$ cat src/rtl/arm_control_unit_pkg.sv
// Shared state encoding and datapath control codes
// for the ARM-subset control unit.
package arm_control_unit_pkg;

  typedef enum logic [3:0] {
    S_RESET,
    S_FETCH0,
    S_FETCH1,
    S_FETCH2,
    S_FETCH3,
    S_DECODE,
    S_DP,
    S_BL,
    S_BR,
    S_LS0,
    S_LD1,
    S_LD2,
    S_ST1,
    S_ST2,
    S_WB
  } state_e;

  localparam logic [1:0] MA_PC  = 2'b00;
  localparam logic [1:0] MA_RN  = 2'b01;
  localparam logic [1:0] MA_MDR = 2'b10;
  localparam logic [1:0] MA_RD  = 2'b11;

  localparam logic [1:0] MB_SHIFT = 2'b00;
  localparam logic [1:0] MB_FOUR  = 2'b01;
  localparam logic [1:0] MB_BOFF  = 2'b10;
  localparam logic [1:0] MB_ZERO  = 2'b11;

  localparam logic [1:0] MC_RD  = 2'b00;
  localparam logic [1:0] MC_R14 = 2'b01;
  localparam logic [1:0] MC_R15 = 2'b10;
  localparam logic [1:0] MC_RN  = 2'b11;

  localparam logic [4:0] OP_AND    = 5'b00000;
  localparam logic [4:0] OP_SUB    = 5'b00010;
  localparam logic [4:0] OP_ADD    = 5'b00100;
  localparam logic [4:0] OP_PASS_A = 5'b10000;

  localparam logic [1:0] DT_BYTE = 2'b00;
  localparam logic [1:0] DT_WORD = 2'b10;

endpackage

$ cat src/rtl/arm_cu_next_state.sv
// Combinational next-state logic of the control FSM.
// in: state, IR class/P/L bits, MOC, COND, clr; out: next state.
module arm_cu_next_state
  import arm_control_unit_pkg::*;
(
  input  state_e     state,
  input  logic       clr,
  input  logic [2:0] ir_class,
  input  logic       ir_p,
  input  logic       ir_l,
  input  logic       moc,
  input  logic       cond,
  output state_e     next
);

  always_comb begin
    next = S_FETCH0;
    if (clr) begin
      next = S_RESET;
    end else begin
      unique case (state)
        S_RESET:  next = S_FETCH0;
        S_FETCH0: next = S_FETCH1;
        S_FETCH1: next = S_FETCH2;
        S_FETCH2: next = moc ? S_FETCH3 : S_FETCH2;
        S_FETCH3: next = S_DECODE;
        S_DECODE: begin
          if (!cond)
            next = S_FETCH0;
          else if (ir_class[2:1] == 2'b00)
            next = S_DP;
          else if (ir_class[2:1] == 2'b01)
            next = S_LS0;
          else if (ir_class == 3'b101)
            next = ir_p ? S_BL : S_BR;
          else
            next = S_FETCH0;
        end
        S_DP:  next = S_FETCH0;
        S_BL:  next = S_BR;
        S_BR:  next = S_FETCH0;
        S_LS0: next = ir_l ? S_LD1 : S_ST1;
        S_LD1: next = moc ? S_LD2 : S_LD1;
        S_LD2: next = S_WB;
        S_ST1: next = S_ST2;
        S_ST2: next = moc ? S_WB : S_ST2;
        S_WB:  next = S_FETCH0;
        default: next = S_RESET;
      endcase
    end
  end

endmodule

$ cat src/rtl/arm_control_unit.sv
// Moore control FSM for the ARM-subset CPU datapath.
// in: clk, clr, IR, MOC, COND, debug; out: load enables, mem strobes, mux selects, OP.
module arm_control_unit
  import arm_control_unit_pkg::*;
(
  input  logic        clk,
  input  logic        clr,
  input  logic [31:0] IR,
  input  logic        MOC,
  input  logic        COND,
  input  logic        debug,
  output logic        FR_ld,
  output logic        RF_ld,
  output logic        IR_ld,
  output logic        MAR_ld,
  output logic        MDR_ld,
  output logic        R_W,
  output logic        MOV,
  output logic [1:0]  MA,
  output logic [1:0]  MB,
  output logic [1:0]  MC,
  output logic        MD,
  output logic        ME,
  output logic [4:0]  OP,
  output logic [1:0]  DT
);

  state_e state;
  state_e next;

  logic ir_p, ir_u, ir_b, ir_w, ir_s;
  logic [1:0] dt_ls;
  logic [4:0] op_idx;
  logic wb_en;

  assign ir_p = IR[24];
  assign ir_u = IR[23];
  assign ir_b = IR[22];
  assign ir_w = IR[21];
  assign ir_s = IR[20];

  assign dt_ls  = ir_b ? DT_BYTE : DT_WORD;
  assign op_idx = ir_u ? OP_ADD : OP_SUB;
  // post-indexed transfers always write the base back
  assign wb_en  = ir_w | ~ir_p;

  // trace input has no hardware role
  logic unused_bits;
  assign unused_bits = ^{debug, IR[31:25], IR[19:0]};

  arm_cu_next_state u_next (
    .state    (state),
    .clr      (clr),
    .ir_class (IR[27:25]),
    .ir_p     (ir_p),
    .ir_l     (ir_s),
    .moc      (MOC),
    .cond     (COND),
    .next     (next)
  );

  always_ff @(posedge clk) begin
    state <= next;
  end

  always_comb begin
    FR_ld  = 1'b0;
    RF_ld  = 1'b0;
    IR_ld  = 1'b0;
    MAR_ld = 1'b0;
    MDR_ld = 1'b0;
    R_W    = 1'b0;
    MOV    = 1'b0;
    MA     = 2'b00;
    MB     = 2'b00;
    MC     = 2'b00;
    MD     = 1'b0;
    ME     = 1'b0;
    OP     = 5'b00000;
    DT     = 2'b00;
    unique case (state)
      S_RESET: begin
        RF_ld = 1'b1;
        MC    = MC_R15;
        MB    = MB_ZERO;
        OP    = OP_AND;
      end
      S_FETCH0: begin
        MAR_ld = 1'b1;
        MA     = MA_PC;
        OP     = OP_PASS_A;
      end
      S_FETCH1: begin
        RF_ld = 1'b1;
        MC    = MC_R15;
        MA    = MA_PC;
        MB    = MB_FOUR;
        OP    = OP_ADD;
        MOV   = 1'b1;
        R_W   = 1'b1;
        DT    = DT_WORD;
      end
      S_FETCH2: begin
        MOV    = 1'b1;
        R_W    = 1'b1;
        DT     = DT_WORD;
        MDR_ld = 1'b1;
        ME     = 1'b1;
      end
      S_FETCH3: IR_ld = 1'b1;
      S_DECODE: ;
      S_DP: begin
        MA    = MA_RN;
        MB    = MB_SHIFT;
        MC    = MC_RD;
        OP    = {1'b0, IR[24:21]};
        FR_ld = ir_s;
        // TST/TEQ/CMP/CMN only update flags
        RF_ld = (IR[24:23] != 2'b10);
      end
      S_BL: begin
        RF_ld = 1'b1;
        MC    = MC_R14;
        MA    = MA_PC;
        OP    = OP_PASS_A;
      end
      S_BR: begin
        RF_ld = 1'b1;
        MC    = MC_R15;
        MA    = MA_PC;
        MB    = MB_BOFF;
        OP    = OP_ADD;
      end
      S_LS0: begin
        MAR_ld = 1'b1;
        MA     = MA_RN;
        MB     = MB_SHIFT;
        OP     = ir_p ? op_idx : OP_PASS_A;
      end
      S_LD1: begin
        MOV    = 1'b1;
        R_W    = 1'b1;
        MDR_ld = 1'b1;
        ME     = 1'b1;
        DT     = dt_ls;
      end
      S_LD2: begin
        RF_ld = 1'b1;
        MC    = MC_RD;
        MA    = MA_MDR;
        OP    = OP_PASS_A;
      end
      S_ST1: begin
        MD     = 1'b1;
        MDR_ld = 1'b1;
        MA     = MA_RD;
        OP     = OP_PASS_A;
      end
      S_ST2: begin
        MOV = 1'b1;
        DT  = dt_ls;
      end
      S_WB: begin
        if (wb_en) begin
          RF_ld = 1'b1;
          MC    = MC_RN;
          MA    = MA_RN;
          MB    = MB_SHIFT;
          OP    = op_idx;
        end
      end
      default: ;
    endcase
  end

endmodule

$ cat config.mk
export PLATFORM = sky130hd
export DESIGN_NAME = arm_control_unit
export DESIGN_NICKNAME = d
export VERILOG_FILES = /design/src/rtl/arm_control_unit_pkg.sv /design/src/rtl/arm_cu_next_state.sv /design/src/rtl/arm_control_unit.sv
export SDC_FILE = /design/constraint.sdc
export NUM_CORES = 1
export LEC_CHECK = 0
export CAP_MARGIN = 20
export CORE_ASPECT_RATIO = 0.75
export CORE_UTILIZATION = 32
export DETAILED_ROUTE_END_ITERATION = 8
export PLACE_DENSITY = 0.79
export SKIP_LAST_GASP = 1
export SYNTH_ARGS = -nofsm -noshare
export SYNTH_HDL_FRONTEND = slang
export SYNTH_SLANG_ARGS = --single-unit
$ cat constraint.sdc
create_clock -name clk -period 1.5 [get_ports clk]
set_clock_uncertainty 0.1 [all_clocks]
set_input_delay 0.3 -clock clk [delete_from_list [all_inputs] [get_ports clk]]
set_output_delay 0.3 -clock clk [all_outputs]
set_load 0.05 [all_outputs]
==> results.toml, run 1 <==
[place]
gp_congestion = 0.849
portBuffers = 32
post-dp-hpwl_um = 2450

[synth]
synth_top_family_by_area = "compound AO/OA/AOI/OAI gates"
yosys.area_share.simple_pct = 38.1
ys_seq_elements = 4
synth_compound_area_share_pct = 40.3
synthArstFlopShare_pct = 0
syn-cell-area_um2 = 689
synth_top_area_share_pct = 11.6
synth.area.mux_share_pct = 0
synth_edf_count = 0
ys_types = 40
synthFlopType = "dfxtp_1"
synthTopCellsByArea = "dfxtp_1 12%, nor2_1 9.3%, a21oi_1 6.5%, nand2_1 6.5%, buf_4 5.4%"
synth_fp_nets = 141
ys_seq_area_share_pct = 11.6
synth_area_leader_cell = "dfxtp_1"
yosys.area_share.adder_pct = 0
ys.warnings.count = 0
postSynthAreaPerCell_um2 = 6.63
syn_inst = 104
synth-xor-area-share_pct = 0

[clock_network]
clkSinkCount = 4
root_buffer = "clkbuf_4"
htree_levels = 1
cts_buffers = 3
clock_path_buffers = 2

[floorplanning]
initial_core_util_pct = 34.2
die_h_um = 42.2
die_x_um = 55.6
ios = 59
num_rows = 14

[sta]
grt-worst-endpoint = "RF_ld"
worstEndpointType = "top-level output"

[run_status]
first-error = "[ERROR DPL-0038] Utilization greater than 100%, impossible to legalize"
status = "did not finish"
lastStage = "5_1_grt"

[global_route]
grt_max_degree = 12
-- logic make-up after synthesis --
kind of cell	after synthesis
buffers and inverters	10
DFF	4
other	1
AOI/OAI and AO/OA	38
and+or+nand+nor	51
-- metrics by stage --
| stage | area (um^2) | setup WS (ns) | cells |
|---|---|---|---|
| 4_1_cts | 1870 | -0.382 | 205 |
| 3_5_place_dp | 1600 | -0.584 | 187 |
| 3_3_place_gp | 1600 | -0.483 | 187 |
| 2_1_floorplan | 885 | -0.518 | 104 |
-- repair_timing --
item | CTS
pin swaps | 14
hold buffers | 0
resized for setup | 46
buffers inserted | 14
setup endpoints to repair | 25
hold endpoints to repair | 0
-- cell usage after synthesis (all sizes together) (2+ instances only) --
cell    count
a31oi       4
or2         3
and2        3
nor2       17
o21ai       4
nor2b       6
buf         7
nand2b      5
nor3b       2
o21bai      3
dfxtp       4
a311oi      2
o22ai       2
nand2      12
inv         3
a21oi       9
a211oi      2
==> inputs of run 2 (changes only) <==
--- a/config.mk
+++ b/config.mk
@@ -6,10 +6,10 @@
 export NUM_CORES = 1
 export LEC_CHECK = 0
 export CAP_MARGIN = 20
-export CORE_ASPECT_RATIO = 0.75
-export CORE_UTILIZATION = 32
+export CORE_AREA = 2 2 63 65
 export DETAILED_ROUTE_END_ITERATION = 8
-export PLACE_DENSITY = 0.79
+export DIE_AREA = 0 0 65 67
+export PLACE_DENSITY_LB_ADDON = 0.15
 export SKIP_LAST_GASP = 1
 export SYNTH_ARGS = -nofsm -noshare
 export SYNTH_HDL_FRONTEND = slang
==> results.toml, run 2 <==
[layout]
largest_register_ffs = 4
stdcell_count = 226
register_area_um2 = 95.1
multi_input_area_um2 = 805
nets = 216
fin_util_pct = 53.2
antenna_cells = 0
layout_commonest_cell = "buf_4"
drive_gt1_share_pct = 68.0
most-common-layout-cells = "33 x buf_4, 20 x buf_12, 13 x buf_6, 9 x nand2_1, 9 x nor2_1"
max_flop_register = "state"
fillers = 329
synthToLayoutAreaGrowth_pct = 178
reg.largest.list = "state x4"

[place]
place_inst = 214
post-dp-hpwl_um = 2210
portBuffers = 32
gp_congestion = 0.787

[synth]
synth.most_common_cell = "nor2_1"
syn-cell-area_um2 = 689
ys_seq_area_share_pct = 11.6
synthTopCellsByArea = "dfxtp_1 12%, nor2_1 9.3%, a21oi_1 6.5%, nand2_1 6.5%, buf_4 5.4%"
ys.warnings.count = 0
synth_commonest_cells = "17 x nor2_1, 12 x nand2_1, 9 x a21oi_1, 6 x nor2b_1, 5 x buf_4"
ys_types = 40
synthArstFlopShare_pct = 0
synthFlopType = "dfxtp_1"
synth_fp_nets = 141
synth_area_leader_cell = "dfxtp_1"
postSynthAreaPerCell_um2 = 6.63
synth_top_area_share_pct = 11.6
ys_seq_elements = 4
synth_edf_count = 0
syn_inst = 104

[detailed_routing]
dr.pass1.iters = 4
drc = 0
viasPerCell = 4.63
wl_per_cell_um = 12.9
ant_nets = 0
vias = 1047
drt_iter0_drc = 17
wirelength_um = 2930

[run_status]
violations = "setup timing"
status = "finished with violations"

[clock_network]
htree_levels = 1
path_clk_slew_ns = 0.03
clkSinkCount = 4
cts_buffers = 3
clk_latency_ns = 0.22
cts_tree = "built"
clock_path_buffers = 2
root_buffer = "clkbuf_8"
ctsHoldBuffers = 0

[floorplanning]
fp.coreArea_um2 = 3610
ios = 59
num_rows = 22
die_h_um = 67
initial_core_util_pct = 19.1
die-area_um2 = 4360
die_x_um = 65

[power]
p_int_mw = 0.983
p_sw_mw = 0.749
ir_worst_vdd_uv = 407
p_clk_share_pct = 14.4
switching_share_pct = 43.2
power_density_nw_per_um2 = 903
p_comb_share_pct = 75.8
seq_power_share_pct = 9.8
power_leakage_nw = 0.776

[worst_setup_path]
worstPathRequired_ns = 1.10
cp_max_fo = 14
criticalPathCategory = "register to output port"
cp_slowest_cell = "dfxtp_4"
arrival_ns = 1.42
startpoint_type = "register"
cp-end-kind = "output port"
path_cells = "buf_4 -> nand2b_2 -> a21oi_1 -> a211o_2 -> buf_12"
cpPeakStageDelay_ns = 0.40

[global_route]
track_usage_pct = 13.8
grt_pass1_wl_um = 4580
grt_max_degree = 16
antenna_found_initial = 0
grt_pass1_vias = 975
overflow = 0

[sta]
hold_viol_final = 0
setup_viol = 21
fmax_ghz = 0.549
rsz0062_at_grt = "yes"
period_needed_ns = 1.82
min_period_over_period_pct = 122
setup_ws_ns = -0.323
final_max_slew_viol_count = 0

[worst_hold_path]
min_path_type = "primary input to register"

[run]
drv_cap = 0
run 2: per-stage QoR:
stage | TNS, ns | total power [mW] | hold WS [ns] | area, um^2 | setup WS, ns
CTS | -5.23 | 1.69 | 0.625 | 1820 | -0.325
global route | -5.98 | 1.81 | 0.697 | 1920 | -0.356
finish | -4.83 | 1.73 | 0.662 | 1920 | -0.323
global placement | -5.38 | 1.36 | 0.483 | 1670 | -0.489
floorplan | -2.04 | 0.818 | 0.373 | 885 | -0.518
detailed placement | -5.33 | 1.36 | 0.484 | 1670 | -0.506
run 2: per-layer routing:
metal	GRT usage (%)	vias up	wire length, um
met5	0	-	0
met4	4.79	0	24
met3	1.86	4	119
met2	25.4	24	1580
met1	16.3	491	1200
li1	-	528	-
run 2: critical path: cells and delay by family (launching register included):
kind | cells | cell delay, ns
buf+inv | 2 | 0.31
compound gates | 2 | 0.39
flops | 1 | 0.40
simple gates | 1 | 0.09
run 2: final timing paths:
check	depth (start not counted)	slack (ns)	endpoint	from
worst max-delay path	5	-0.32	RF_ld	state[2]
worst min-delay path	3	0.66	state[3]	COND
worst max register to register	6	0.01	state[2]	state[2]
worst min register to register	4	0.69	state[1]	state[0]
run 2: layout make-up:
cell class / count / area share, %
repair buffers: 77 / 46.9
multi-input cells: 90 / 41.9
flip-flops and latches: 4 / 4.95
well taps: 48 / 3.13
clock buffers: 4 / 2.35
inverters: 3 / 0.717
run 2: power groups by stage:
stage,logic (mW),clock network [mW],registers [mW]
after global routing,1.38,0.263,0.174
after detailed placement,1.19,0,0.174
after global placement,1.18,0,0.174
final,1.31,0.249,0.170
after CTS,1.27,0.259,0.168
after floorplan,0.674,0,0.144
run 2: cells by family after synthesis:
| group | after synthesis | synth area share [%] |
|---|---|---|
| AND/OR/NAND/NOR | 51 | 38.1 |
| AO/OA/AOI/OAI | 38 | 40.3 |
| buffers and inverters | 10 | 9.44 |
| flip-flops | 4 | 11.6 |
| other | 1 | 0.544 |
run 2: timing repair:
item / CTS / global route
endpoints found under the setup margin: 25 / 24
gates resized for setup: 34 / 17
pin swaps: 6 / 7
setup buffers: 5 / 4
No activity file was read; power rests on OpenSTA's default activity.
